### config.mk
export PLATFORM = sky130hd
export DESIGN_NAME = ldpc_cn_scheduler
export DESIGN_NICKNAME = d
export VERILOG_FILES = /design/src/rtl/ldpc_cn_scheduler_pkg.sv /design/src/rtl/ldpc_cn_scheduler_abs_sat.sv /design/src/rtl/ldpc_cn_scheduler.sv
export SDC_FILE = /design/constraint.sdc
export NUM_CORES = 1
export LEC_CHECK = 0
export BUFFER_PORTS_ARGS = -buffer_cell sky130_fd_sc_hd__buf_4
export CAP_MARGIN = 20
export CORE_AREA = 2 2 273 275
export DETAILED_ROUTE_END_ITERATION = 8
export DIE_AREA = 0 0 275 277
export PLACE_DENSITY_LB_ADDON = 0.3
export SYNTH_ARGS = -nofsm -noshare
export SYNTH_HDL_FRONTEND = slang
export SYNTH_HIERARCHICAL = 1
export SYNTH_SLANG_ARGS = --single-unit
### constraint.sdc
create_clock -name clk_i -period 3.22 [get_ports clk_i]
set_input_delay 0.161 -clock clk_i [delete_from_list [all_inputs] [get_ports clk_i]]
set_output_delay 0.161 -clock clk_i [all_outputs]
set_load 0.02 [all_outputs]
### src/rtl/ldpc_cn_scheduler_pkg.sv
// Shared types for the check-node scheduler: ALU request format, FSM states
// and min-sum constants.
package ldpc_cn_scheduler_pkg;

  localparam int unsigned XLEN          = 64;
  localparam int unsigned TRANS_ID_BITS = 3;

  typedef enum logic [3:0] {
    NONE,
    LOAD,
    STORE,
    ALU,
    CTRL_FLOW,
    MULT,
    CSR,
    FPU,
    FPU_VEC,
    CVXIF,
    ACCEL
  } fu_t;

  typedef enum logic [7:0] {
    ADD,
    SUB,
    ADDW,
    SUBW,
    XORL,
    ORL,
    ANDL,
    ANDN,
    ORN,
    XNOR,
    SRA,
    SRL,
    SLL,
    SRLW,
    SLLW,
    SRAW,
    LTS,
    LTU,
    GES,
    GEU,
    EQ,
    NE,
    JALR,
    BRANCH,
    SLTS,
    SLTU
  } fu_op;

  typedef struct packed {
    fu_t                      fu;
    fu_op                     operation;
    logic [XLEN-1:0]          operand_a;
    logic [XLEN-1:0]          operand_b;
    logic [XLEN-1:0]          imm;
    logic [TRANS_ID_BITS-1:0] trans_id;
  } fu_data_t;

  typedef enum logic [2:0] {
    CN_IDLE,
    CN_CMP1,
    CN_CMP2,
    CN_SCALE1,
    CN_SCALE2,
    CN_DONE
  } cn_state_e;

  // Largest positive message value; also the saturated magnitude of the most negative one.
  localparam logic [XLEN-1:0] LDPC_MAG_MAX = {1'b0, {(XLEN-1){1'b1}}};

endpackage

### src/rtl/ldpc_cn_scheduler_abs_sat.sv
// Saturating absolute value: the most negative input maps to the largest
// positive value instead of wrapping back to itself.
module ldpc_abs_sat
  import ldpc_cn_scheduler_pkg::*;
#(
  parameter int unsigned W = XLEN
) (
  input  logic [W-1:0] data_i,
  output logic [W-1:0] mag_o
);

  logic is_min_neg;

  assign is_min_neg = data_i[W-1] && (data_i[W-2:0] == '0);

  always_comb begin
    if (is_min_neg) begin
      mag_o = {1'b0, {(W-1){1'b1}}};
    end else if (data_i[W-1]) begin
      mag_o = -data_i;
    end else begin
      mag_o = data_i;
    end
  end

endmodule

### src/rtl/ldpc_cn_scheduler.sv
// Check-node min-sum engine sharing the core integer ALU; core requests always
// take the ALU and the engine simply stalls in place.
module ldpc_cn_scheduler
  import ldpc_cn_scheduler_pkg::*;
#(
  parameter int unsigned MAX_DEG = 32,
  parameter int unsigned IDX_W   = $clog2(MAX_DEG)
) (
  input  logic             clk_i,
  input  logic             rst_i,
  input  logic             core_valid_i,
  input  fu_data_t         core_fu_data_i,
  output fu_data_t         alu_fu_data_o,
  input  logic [XLEN-1:0]  alu_result_i,
  input  logic             alu_branch_res_i,
  input  logic             start_i,
  input  logic [IDX_W:0]   cfg_deg_i,
  input  logic             msg_valid_i,
  input  logic [XLEN-1:0]  msg_data_i,
  output logic             msg_ready_o,
  output logic             res_valid_o,
  input  logic             res_ready_i,
  output logic [XLEN-1:0]  res_min1_o,
  output logic [XLEN-1:0]  res_min2_o,
  output logic [IDX_W-1:0] res_idx_o,
  output logic             res_sign_o,
  output logic             busy_o,
  output logic             err_o
);

  localparam logic [IDX_W:0] DEG_MIN = (IDX_W+1)'(2);
  localparam logic [IDX_W:0] DEG_MAX = (IDX_W+1)'(MAX_DEG);

  cn_state_e        state_q;
  logic [IDX_W:0]   deg_q;
  logic [IDX_W-1:0] cnt_q;
  logic [IDX_W-1:0] idx_q;
  logic [XLEN-1:0]  min1_q;
  logic [XLEN-1:0]  min2_q;
  logic [XLEN-1:0]  mag_q;
  logic             sign_q;
  logic             err_q;
  logic [XLEN-1:0]  res_min1_q;
  logic [XLEN-1:0]  res_min2_q;
  logic [IDX_W-1:0] res_idx_q;
  logic             res_sign_q;

  logic             grant;
  logic             last;
  logic             deg_legal;
  logic             msg_hs;
  logic [XLEN-1:0]  mag_in;
  fu_data_t         eng_op;

  ldpc_abs_sat #(
    .W(XLEN)
  ) u_abs_sat (
    .data_i(msg_data_i),
    .mag_o (mag_in)
  );

  assign grant     = ~core_valid_i;
  assign last      = ({1'b0, cnt_q} == (deg_q - 1'b1));
  assign deg_legal = (cfg_deg_i >= DEG_MIN) && (cfg_deg_i <= DEG_MAX);
  assign msg_hs    = msg_ready_o && msg_valid_i;

  always_comb begin
    eng_op = '0;
    unique case (state_q)
      CN_CMP1: begin
        eng_op.fu        = ALU;
        eng_op.operation = LTS;
        eng_op.operand_a = mag_in;
        eng_op.operand_b = min1_q;
      end
      CN_CMP2: begin
        eng_op.fu        = ALU;
        eng_op.operation = LTS;
        eng_op.operand_a = mag_q;
        eng_op.operand_b = min2_q;
      end
      CN_SCALE1: begin
        eng_op.fu        = ALU;
        eng_op.operation = SUB;
        eng_op.operand_a = min1_q;
        eng_op.operand_b = XLEN'($signed(min1_q) >>> 2);
      end
      CN_SCALE2: begin
        eng_op.fu        = ALU;
        eng_op.operation = SUB;
        eng_op.operand_a = min2_q;
        eng_op.operand_b = XLEN'($signed(min2_q) >>> 2);
      end
      default: ;
    endcase
  end

  assign alu_fu_data_o = core_valid_i ? core_fu_data_i : eng_op;
  assign msg_ready_o   = (state_q == CN_CMP1) && grant;

  always_ff @(posedge clk_i) begin
    if (rst_i) begin
      state_q    <= CN_IDLE;
      deg_q      <= '0;
      cnt_q      <= '0;
      idx_q      <= '0;
      min1_q     <= '0;
      min2_q     <= '0;
      mag_q      <= '0;
      sign_q     <= 1'b0;
      err_q      <= 1'b0;
      res_min1_q <= '0;
      res_min2_q <= '0;
      res_idx_q  <= '0;
      res_sign_q <= 1'b0;
    end else begin
      err_q <= 1'b0;
      unique case (state_q)
        CN_IDLE: begin
          if (start_i) begin
            if (deg_legal) begin
              deg_q   <= cfg_deg_i;
              min1_q  <= LDPC_MAG_MAX;
              min2_q  <= LDPC_MAG_MAX;
              idx_q   <= '0;
              cnt_q   <= '0;
              sign_q  <= 1'b0;
              state_q <= CN_CMP1;
            end else begin
              err_q <= 1'b1;
            end
          end
        end
        CN_CMP1: begin
          if (msg_hs) begin
            sign_q <= sign_q ^ msg_data_i[XLEN-1];
            mag_q  <= mag_in;
            // Strictly smaller only: ties defer to CMP2 so the first occurrence keeps idx.
            if (alu_branch_res_i) begin
              min2_q  <= min1_q;
              min1_q  <= mag_in;
              idx_q   <= cnt_q;
              cnt_q   <= cnt_q + 1'b1;
              state_q <= last ? CN_SCALE1 : CN_CMP1;
            end else begin
              state_q <= CN_CMP2;
            end
          end
        end
        CN_CMP2: begin
          if (grant) begin
            if (alu_branch_res_i) begin
              min2_q <= mag_q;
            end
            cnt_q   <= cnt_q + 1'b1;
            state_q <= last ? CN_SCALE1 : CN_CMP1;
          end
        end
        CN_SCALE1: begin
          if (grant) begin
            min1_q  <= alu_result_i;
            state_q <= CN_SCALE2;
          end
        end
        CN_SCALE2: begin
          if (grant) begin
            min2_q     <= alu_result_i;
            res_min1_q <= min1_q;
            res_min2_q <= alu_result_i;
            res_idx_q  <= idx_q;
            res_sign_q <= sign_q;
            state_q    <= CN_DONE;
          end
        end
        CN_DONE: begin
          if (res_ready_i) begin
            state_q <= CN_IDLE;
          end
        end
        default: state_q <= CN_IDLE;
      endcase
    end
  end

  assign res_valid_o = (state_q == CN_DONE);
  assign busy_o      = (state_q != CN_IDLE);
  assign err_o       = err_q;
  assign res_min1_o  = res_min1_q;
  assign res_min2_o  = res_min2_q;
  assign res_idx_o   = res_idx_q;
  assign res_sign_o  = res_sign_q;

endmodule

# Yosys cells after proc, flatten, opt, wreduce, memory -nomap -nowiden
# Index checks and enable logic that the tools add are counted.
# word_totals
ff_bits	347
wordCells	97
output_inout_bits	345
in_bits	348
# op_classes
bitwise_logic	4
magnitude_cmp	2
addsub	3
eq_ne	15
mux	39
reduce_logical	21
# ops
cell	n
$mux 64	11
$pmux 138 s4	1
$pmux 64 s4	1
$mux 207	1
$pmux 64 s3	1
$neg 64->64	1
$logic_not 63->1	1
$mux 5	7
$mux 3	7
$pmux 3 s6	1
$ne 2x2->1 const B	8
$pmux 5 s3	1
$reduce_and 6->1	2
$pmux 5 s2	1
$reduce_bool 3->1	3
$reduce_and 8->1	1
$reduce_and 7->1	1
$eq 3x2->1 const B	2
$eq 3x3->1 const B	2
$eq 5x6->1	1
$ge 6x2->1 const B	1
$le 6x6->1 const B	1
$sub 6x1->6 const B	1
$add 5x1->5 const B	1
other kinds (16)	26

# Longest topological paths before layout
# Gate-level depths: netlist of run 1.
# depth
word_depth	6
mapped_depth	12
depth_no_buf	11

# Hierarchy
# The synthesis of run 1 kept the hierarchy.
# modules_own_cells
mod	seq_area_each_um2	cells_each	area_each_um2	instances
ldpc_cn_scheduler	6946.7	2325	17680.7	1
ldpc_abs_sat	0.0	266	1646.6	1

# Worst setup path after synthesis of run 1
# OpenSTA, ideal clock, no wires.
# synth_path
path_type	input to output
from	input port msg_data_i[2]
to	output port alu_fu_data_o[190] (netlist bit)
required_ns	3.059
path_buffers	1
cell_stages	8
path_slack_ns	0.134
t_arrival_ns	2.925
path_cell_list	or4_4 -> or3_1 -> buf_2 -> or4_4 -> or4_4 -> a31oi_1 -> a221oi_1 -> o21ai_0
# synth_rtl
element	line	rtl
from (decl)	ldpc_cn_scheduler.sv:19	input logic [XLEN-1:0] msg_data_i,
to (decl)	ldpc_cn_scheduler.sv:13	output fu_data_t alu_fu_data_o,

==> results.md, run 1 <==
- Maximum fanout along the worst path: 2
- Sink Count: approximately 350
- Wirelength per Cell: roughly 22 um
- Antenna-violating nets left: 0
- RSZ-0062 raised after global routing: true
- Critical-path cell list: buf_6, or4_4, or3_4, or4_4, or4_4, a211oi_2, a31oi_2, a221oi_2, o21ai_1, buf_4
- Clock skew: between 0.01 and 0.015 ns
- Vias in the first global route: roughly 22000
- Post-synthesis sequential area ratio: ~36%
- Total CTS buffers: 43
- Depth of the worst hold-timing path: 5
- Grt total ovfl: 0
- Max Root-Sink Buffers: 3
- Tcrit/Tclk final: 102%
- Flop2flop setup slack: between 0.8 and 0.9 ns
- Reg clk slew, reported paths: about 0.06 ns
- Synth Instances: 2591
- CTS tree: yes
- Top FF cell, synth: dfxtp_1
- Mapped Area: slightly below 0.02 mm2
- Commonest cells after routing, fill and taps aside: 848 x buf_4, 679 x nand2_1, 344 x dfxtp_1
- Pwr Density: approximately 400 mW/mm2
- Starting Density: 26.3%
- Slew Viols, Final: 0
- Synthesis-to-finish area growth: 55.3%
- Place WS: -0.602 ns
- Worst IR Drop VDD: 299 uV
- Largest net degree at the start of global routing: roughly 110
- Root Driver: clkbuf_16
- Worst Tran Pin Value: 0.835 ns
- Critical path buffers and inverters: 2
- Top Family by Delay on Critical Path: simple AND/OR/NAND/NOR gates
- Nets: ~3700
- FP Rows: 100
- Pleak: between 10 and 15 nW
- Fmax: between 300 and 400 MHz
- Die ar.: roughly 0.076 mm2
- Antenna violations before repair: 4
- Mapped Nets: ~2900
- Tmin final: ~3.3 ns
- Final setup fails: 3
- Syn avg cell area: around 7.5 um2
- Via count: about 23000
- Tot Pwr: around 12 mW
- Area leader, netlist: dfxtp_1
- Slowest cell on crit path: or4_4
- Most used cell, CP: or4_4
- Worst R2R Start: state_q[1]
- FF-to-FF End: min2_q[32]
- DRT Wirelength: about 95000 um
- Chip Height: roughly 280 um
- Synth top area share: between 30 and 40%
- Crit end category: output pin
- Post-DP HPWL: roughly 66000 um
- Routability cong.: 0.884
- CP peak stage delay: 0.54 ns
- Register area: between 0.006 and 0.007 mm2
- Drt drc: 7
- Main area contributors after synthesis: dfxtp_1 36%, nand2_1 14%, a221oi_1 8.5%
- H-tree depth: 2
- Synth cell types: 64
- PortBufs: about 690
- CP startpoint kind: input pin
- Outcome: finished, violations left
- Drt first pass iters: 9
- Critical Path RT: around 3.1 ns
- Yosys Warn Count: 6
- First-pass GRT wire length: around 140000 um
- Hold Path Sink: mag_q[23]
- Max-cap violations: 0
- Commonest non-fill, non-tap cell in the layout: buf_4
- Synthesized flop and latch total: around 350
- Final Hold Vio Count: 0
- Failing checks: DRC, setup timing
- All-Layer GR Usage: 23.4%
- Multi-input combinational cell area: about 0.012 mm2
- CP Data Arrival Time: 3.11 ns
- Skew-Pair Late Insertion Delay: 0.57 ns
- Core box area: between 0.07 and 0.08 mm2
- Crit Path Class: in2out
- Asr flop ratio synth: 0%
- Hold WC Path Type: in2reg
- Worst setup margin: -0.0505 ns
- Number of flops mapped to enable cells by yosys: 0
- Max-slew headroom: roughly 44%
- Share of cells above drive strength 1: between 30% and 40%
- FF-to-FF path depth: 4
- Die width: around 280 um
- IO Pins: 693
- Iter 0 DRT Violations: between 2000 and 2500
- Avg Vias per Cell: between 5 and 6
- Worst hold start: msg_data_i[23]
- Number of fillers in the final layout: between 7000 and 8000
-- state kept, by name, indices dropped and copies added (netlist names) --
signal      count
cnt_q           5
deg_q           6
err_o           1
idx_q           5
mag_q          64
min1_q         64
min2_q         64
res_idx_o       5
res_min1_o     64
res_min2_o     64
res_sign_o      1
sign_q          1
state_q         3
-- per-stage QoR --
step | cell area [um2] | utilization (%) | std cells | setup TNS, ns | hold slack [ns]
3_5_place_dp | 26700 | 36.3 | 4199 | -37.14 | 0.436
4_1_cts | 29400 | 40.0 | 4359 | -1.60 | 0.00842
6_report | 30000 | 40.8 | 4373 | -0.0605 | 0.0486
2_1_floorplan | 19300 | - | 2591 | 0 | 0.297
3_3_place_gp | 26700 | 36.3 | 4199 | -25.06 | 0.431
5_1_grt | 30000 | 40.8 | 4373 | -1.49 | 0.0542
-- worst register-to-register path: stages (launching register included) --
cell	delay, ns
dfxtp_4	0.60
nor3b_2	0.47
buf_12	0.37
a222oi_1	0.46
a221oi_1	0.33
-- synthesized netlist by cell type (7+ instances only) --
library cell    n
o21ai_0       166
a21oi_1       217
nor3_1         19
mux2i_1        10
o21a_1         66
dfxtp_1       347
clkbuf_1      198
buf_2          26
a222oi_1       63
o31ai_1        21
nand3_1        14
nor2b_1        10
nand2b_1       12
or3_1          11
o211ai_1       10
nor4_1          7
or4_1           9
o41ai_1        10
xor2_1         50
a221oi_1      188
inv_1          68
nor2_1         19
a31oi_1        71
and2_1         78
a22o_1         62
nand2_1       728
buf_1          21
-- layer usage --
| metal | vias to the layer above | wire (um) | track usage [%] | share of wire, % |
|---|---|---|---|---|
| met3 | 104 | 6970 | 4.34 | 7.3 |
| met4 | 4 | 1410 | 4.68 | 1.5 |
| met1 | 11100 | 41100 | 31.4 | 43 |
| met5 | - | 27 | 0 | 0.028 |
| met2 | 946 | 45300 | 39.1 | 48 |
| li1 | 11000 | - | - | - |
-- report_power, final --
part           switching [mW]  total (mW)  internal, mW
logic                    1.31        2.45          1.14
registers               0.219        4.72          4.50
clock network            1.97        4.76          2.79
total                    3.49        11.9          8.43
-- timing repair --
item,CTS,global route
endpoints found under the setup margin,64,104
gates resized for setup,134,129
gates cloned,4,1
hold endpoints to repair,135,0
hold buffers,72,0
buffers inserted,11,14
pin swaps,28,52
-- worst max path at each step --
stage	end	depth (start not counted)	start
3_3_place_gp	alu_fu_data_o[191]	15	msg_data_i[0]
4_1_cts	alu_fu_data_o[190]	10	msg_data_i[2]
5_1_grt	alu_fu_data_o[190]	10	msg_data_i[2]
6_report	alu_fu_data_o[190]	10	msg_data_i[2]
3_5_place_dp	alu_fu_data_o[191]	15	msg_data_i[1]
2_1_floorplan	alu_fu_data_o[190]	8	msg_data_i[2]
-- logic make-up after synthesis --
kind of cell,Yosys count,share of synthesized area [%]
mux,17,0.945
xor+xnor,56,2.54
flops,347,35.9
simple gates,946,21.3
buf+inv,321,6.79
fa+ha+maj,3,0.194
compound gates,901,32.3
-- cell type report --
class / instances / share of cell area, %
multi-input combinational: 1923 / 39.8
timing repair buffer: 989 / 27.6
sequential: 347 / 23.2
clock buffer: 67 / 4.26
tap: 969 / 4.04
inverter: 69 / 0.879
clock inverter: 7 / 0.242
antenna: 2 / 0.0167
No activity file was read; power rests on OpenSTA's default activity.
==> run 2, diff against run 1 <==
--- a/config.mk
+++ b/config.mk
@@ -7,11 +7,12 @@
 export LEC_CHECK = 0
 export BUFFER_PORTS_ARGS = -buffer_cell sky130_fd_sc_hd__buf_4
 export CAP_MARGIN = 20
-export CORE_AREA = 2 2 273 275
+export CORE_AREA = 2 2 266 268
 export DETAILED_ROUTE_END_ITERATION = 8
-export DIE_AREA = 0 0 275 277
+export DIE_AREA = 0 0 268 270
 export PLACE_DENSITY_LB_ADDON = 0.3
 export SYNTH_ARGS = -nofsm -noshare
 export SYNTH_HDL_FRONTEND = slang
 export SYNTH_HIERARCHICAL = 1
 export SYNTH_SLANG_ARGS = --single-unit
+export TNS_END_PERCENT = 20
==> run 2 against run 1 <==
The flow finishes with violations (setup timing). Non-clock buffer count fell by 22. Critical path depth rose by 1. Count of clock-buffer cells in the layout fell by 2. Sequential cell count did not move. First-iteration DRC count fell by 1.6%. Critical endpoint unchanged. Largest cell class unchanged. Largest power group is now registers. Highest routed layer unchanged.
==> results.md, run 2 (same netlist as run 1, synthesis figures left out) <==
- Worst setup margin: -0.119 ns (was -0.0505 ns)
- Tmin final: 3.34 ns (was 3.27 ns)
- Top Family by Delay on Critical Path: simple AND/OR/NAND/NOR gates (unchanged)
- Die ar.: 0.0724 mm2 (was 0.0762 mm2)
- Multi-input combinational cell area: 0.0114 mm2 (was 0.0119 mm2)
- Pleak: 11.4 nW (was 11.8 nW)
- CP peak stage delay: 0.55 ns (was 0.54 ns)
- Number of fillers in the final layout: 7166 (was 7606)
- RSZ-0062 raised after global routing: true (unchanged)
- Clock skew: 0.0164 ns (was 0.0129 ns)
- FP Rows: 97 (was 100)
- PortBufs: 692 (unchanged)
- Final hold slack: 0.0601 ns (was 0.0486 ns)
- Maximum fanout along the worst path: 2 (unchanged)
- CP Data Arrival Time: 3.18 ns (was 3.11 ns)
- Reg clk slew, reported paths: 0.06 ns (about the same)
- Synthesis-to-finish area growth: 49.4% (was 55.3%)
- Final Hold Vio Count: 0 (unchanged)
- CP startpoint kind: input pin (unchanged)
- Failing checks: setup timing (was DRC, setup timing)
- Worst IR Drop VDD: 298 uV (was 299 uV)
- Wirelength per Cell: 20.5 um (was 21.7 um)
- Max-cap violations: 0 (unchanged)
- First-pass GRT wire length: 132000 um (was 139000 um)
- Share of cells above drive strength 1: 30.5% (was 33.6%)
- Root Driver: clkbuf_16 (unchanged)
- Largest net degree at the start of global routing: 164 (was 108)
- Starting Density: 27.8% (was 26.3%)
- Nets: 3701 (was 3724)
- Vias in the first global route: 21500 (about the same)
- Total CTS buffers: 42 (was 43)
- Critical Path RT: 3.06 ns (about the same)
- Skew-Pair Late Insertion Delay: 0.56 ns (was 0.57 ns)
- Final setup fails: 2 (was 3)
- Hold WC Path Type: in2reg (unchanged)
- Slowest cell on crit path: or4_4 (unchanged)
- Crit end category: output pin (unchanged)
- Core box area: 0.0695 mm2 (was 0.0736 mm2)
- Pwr Density: 401 mW/mm2 (was 397 mW/mm2)
- Outcome: finished, violations left (unchanged)
- Worst Tran Pin Value: 1.01 ns (was 0.835 ns)
- Sink Count: 347 (unchanged)
- IO Pins: 693 (unchanged)
- Commonest cells after routing, fill and taps aside: 857 x buf_4, 727 x nand2_1, 345 x dfxtp_1 (was 848 x buf_4, 679 x nand2_1, 344 x dfxtp_1)
- Slew Viols, Final: 0 (unchanged)
- Critical-path cell list: buf_6, or4_4, or3_4, or4_4, or4_4, buf_4, a31oi_1, a221oi_2, buf_4, o21ai_2, buf_6 (was buf_6, or4_4, or3_4, or4_4, or4_4, a211oi_2, a31oi_2, a221oi_2, o21ai_1, buf_4)
- Chip Height: 270 um (was 277 um)
- Register area: 0.00695 mm2 (about the same)
- Max-slew headroom: 32.4% (was 44.3%)
- Tcrit/Tclk final: 104% (was 102%)
- Die width: 268 um (was 275 um)
- Most used cell, CP: or4_4 (unchanged)
- Grt total ovfl: 0 (unchanged)
- All-Layer GR Usage: 23.2% (was 23.4%)
- CTS tree: yes (unchanged)
- Avg Vias per Cell: 5.30 (was 5.29)
- Drt first pass iters: 9 (unchanged)
- Via count: 22900 (was 23100)
- Drt drc: 0 (was 7)
- Post-DP HPWL: 62300 um (was 65900 um)
- H-tree depth: 2 (unchanged)
- Iter 0 DRT Violations: 2346 (was 2384)
- Critical path buffers and inverters: 4 (was 2)
- Crit Path Class: in2out (unchanged)
- Max Root-Sink Buffers: 3 (unchanged)
- DRT Wirelength: 88400 um (was 94800 um)
- Fmax: 299 MHz (was 306 MHz)
- Commonest non-fill, non-tap cell in the layout: buf_4 (unchanged)
- Antenna-violating nets left: 0 (unchanged)
- Setup TNS: -0.164 ns (was -0.0605 ns)
- Antenna violations before repair: 5 (was 4)
- Routability cong.: 0.874 (was 0.884)
[run 2: layer usage]
metal | GRT usage, % | wire length (um)
met1 | 31.3 | 38100
met2 | 37.8 | 41200
met3 | 4.29 | 7150
met4 | 6.29 | 1850
met5 | 0 | 23
[run 2: worst paths after layout]
| kind | startpoint | endpoint | slack (ns) | cells after the start |
|---|---|---|---|---|
| worst max register to register | state_q[2] | res_min1_o[12] | 0.71 | 8 |
| worst min register to register | res_min2_o[33] | res_min2_o[33] | 0.45 | 2 |
| worst max-delay path | msg_data_i[2] | alu_fu_data_o[190] | -0.12 | 11 |
| worst min-delay path | msg_data_i[47] | mag_q[47] | 0.06 | 5 |
[run 2: through the flow]
stage	util, %	instance area [um2]	std cells	power (mW)	setup slack, ns
final	41.5	28900	4320	11.6	-0.119
after global routing	41.5	28900	4320	12.0	-0.244
after CTS	41.1	28600	4314	11.6	-0.112
after detailed placement	38.1	26500	4166	6.95	-0.324
after global placement	38.1	26500	4166	6.94	-0.296
after floorplan	-	19300	2591	5.82	0.134
[run 2: what timing repair did]
action                     in CTS  in global routing
pin swaps                       5                  8
hold buffers                   73                  0
hold endpoints to repair      132                  0
setup endpoints to repair      64                 38
buffers inserted                2                  5
gates resized for setup        18                 56
[run 2: final cells by class]
class | instances | share of cell area [%]
clock inverters | 8 | 0.238
multi-input cells | 1923 | 39.4
flip-flops and latches | 347 | 24.1
repair buffers | 967 | 27.0
well taps | 940 | 4.07
clock buffers | 65 | 4.22
inverters | 69 | 0.897
diodes | 1 | 0.00866
[run 2: report_power, final]
part           switching [mW]  total (mW)  internal (mW)  leakage (nW)
Sequential              0.211        4.71           4.50          2.83
Combinational            1.23        2.29           1.06          7.95
Clock                    1.91        4.58           2.67         0.634
[run 2: worst register-to-register path, stage by stage, from the launching register on]
cell	delay (ns)
dfxtp_1	0.33
buf_4	0.23
nor3b_4	0.33
buf_12	0.28
buf_12	0.29
nor2b_4	0.25
buf_12	0.29
nand2_1	0.29
a21oi_1	0.15
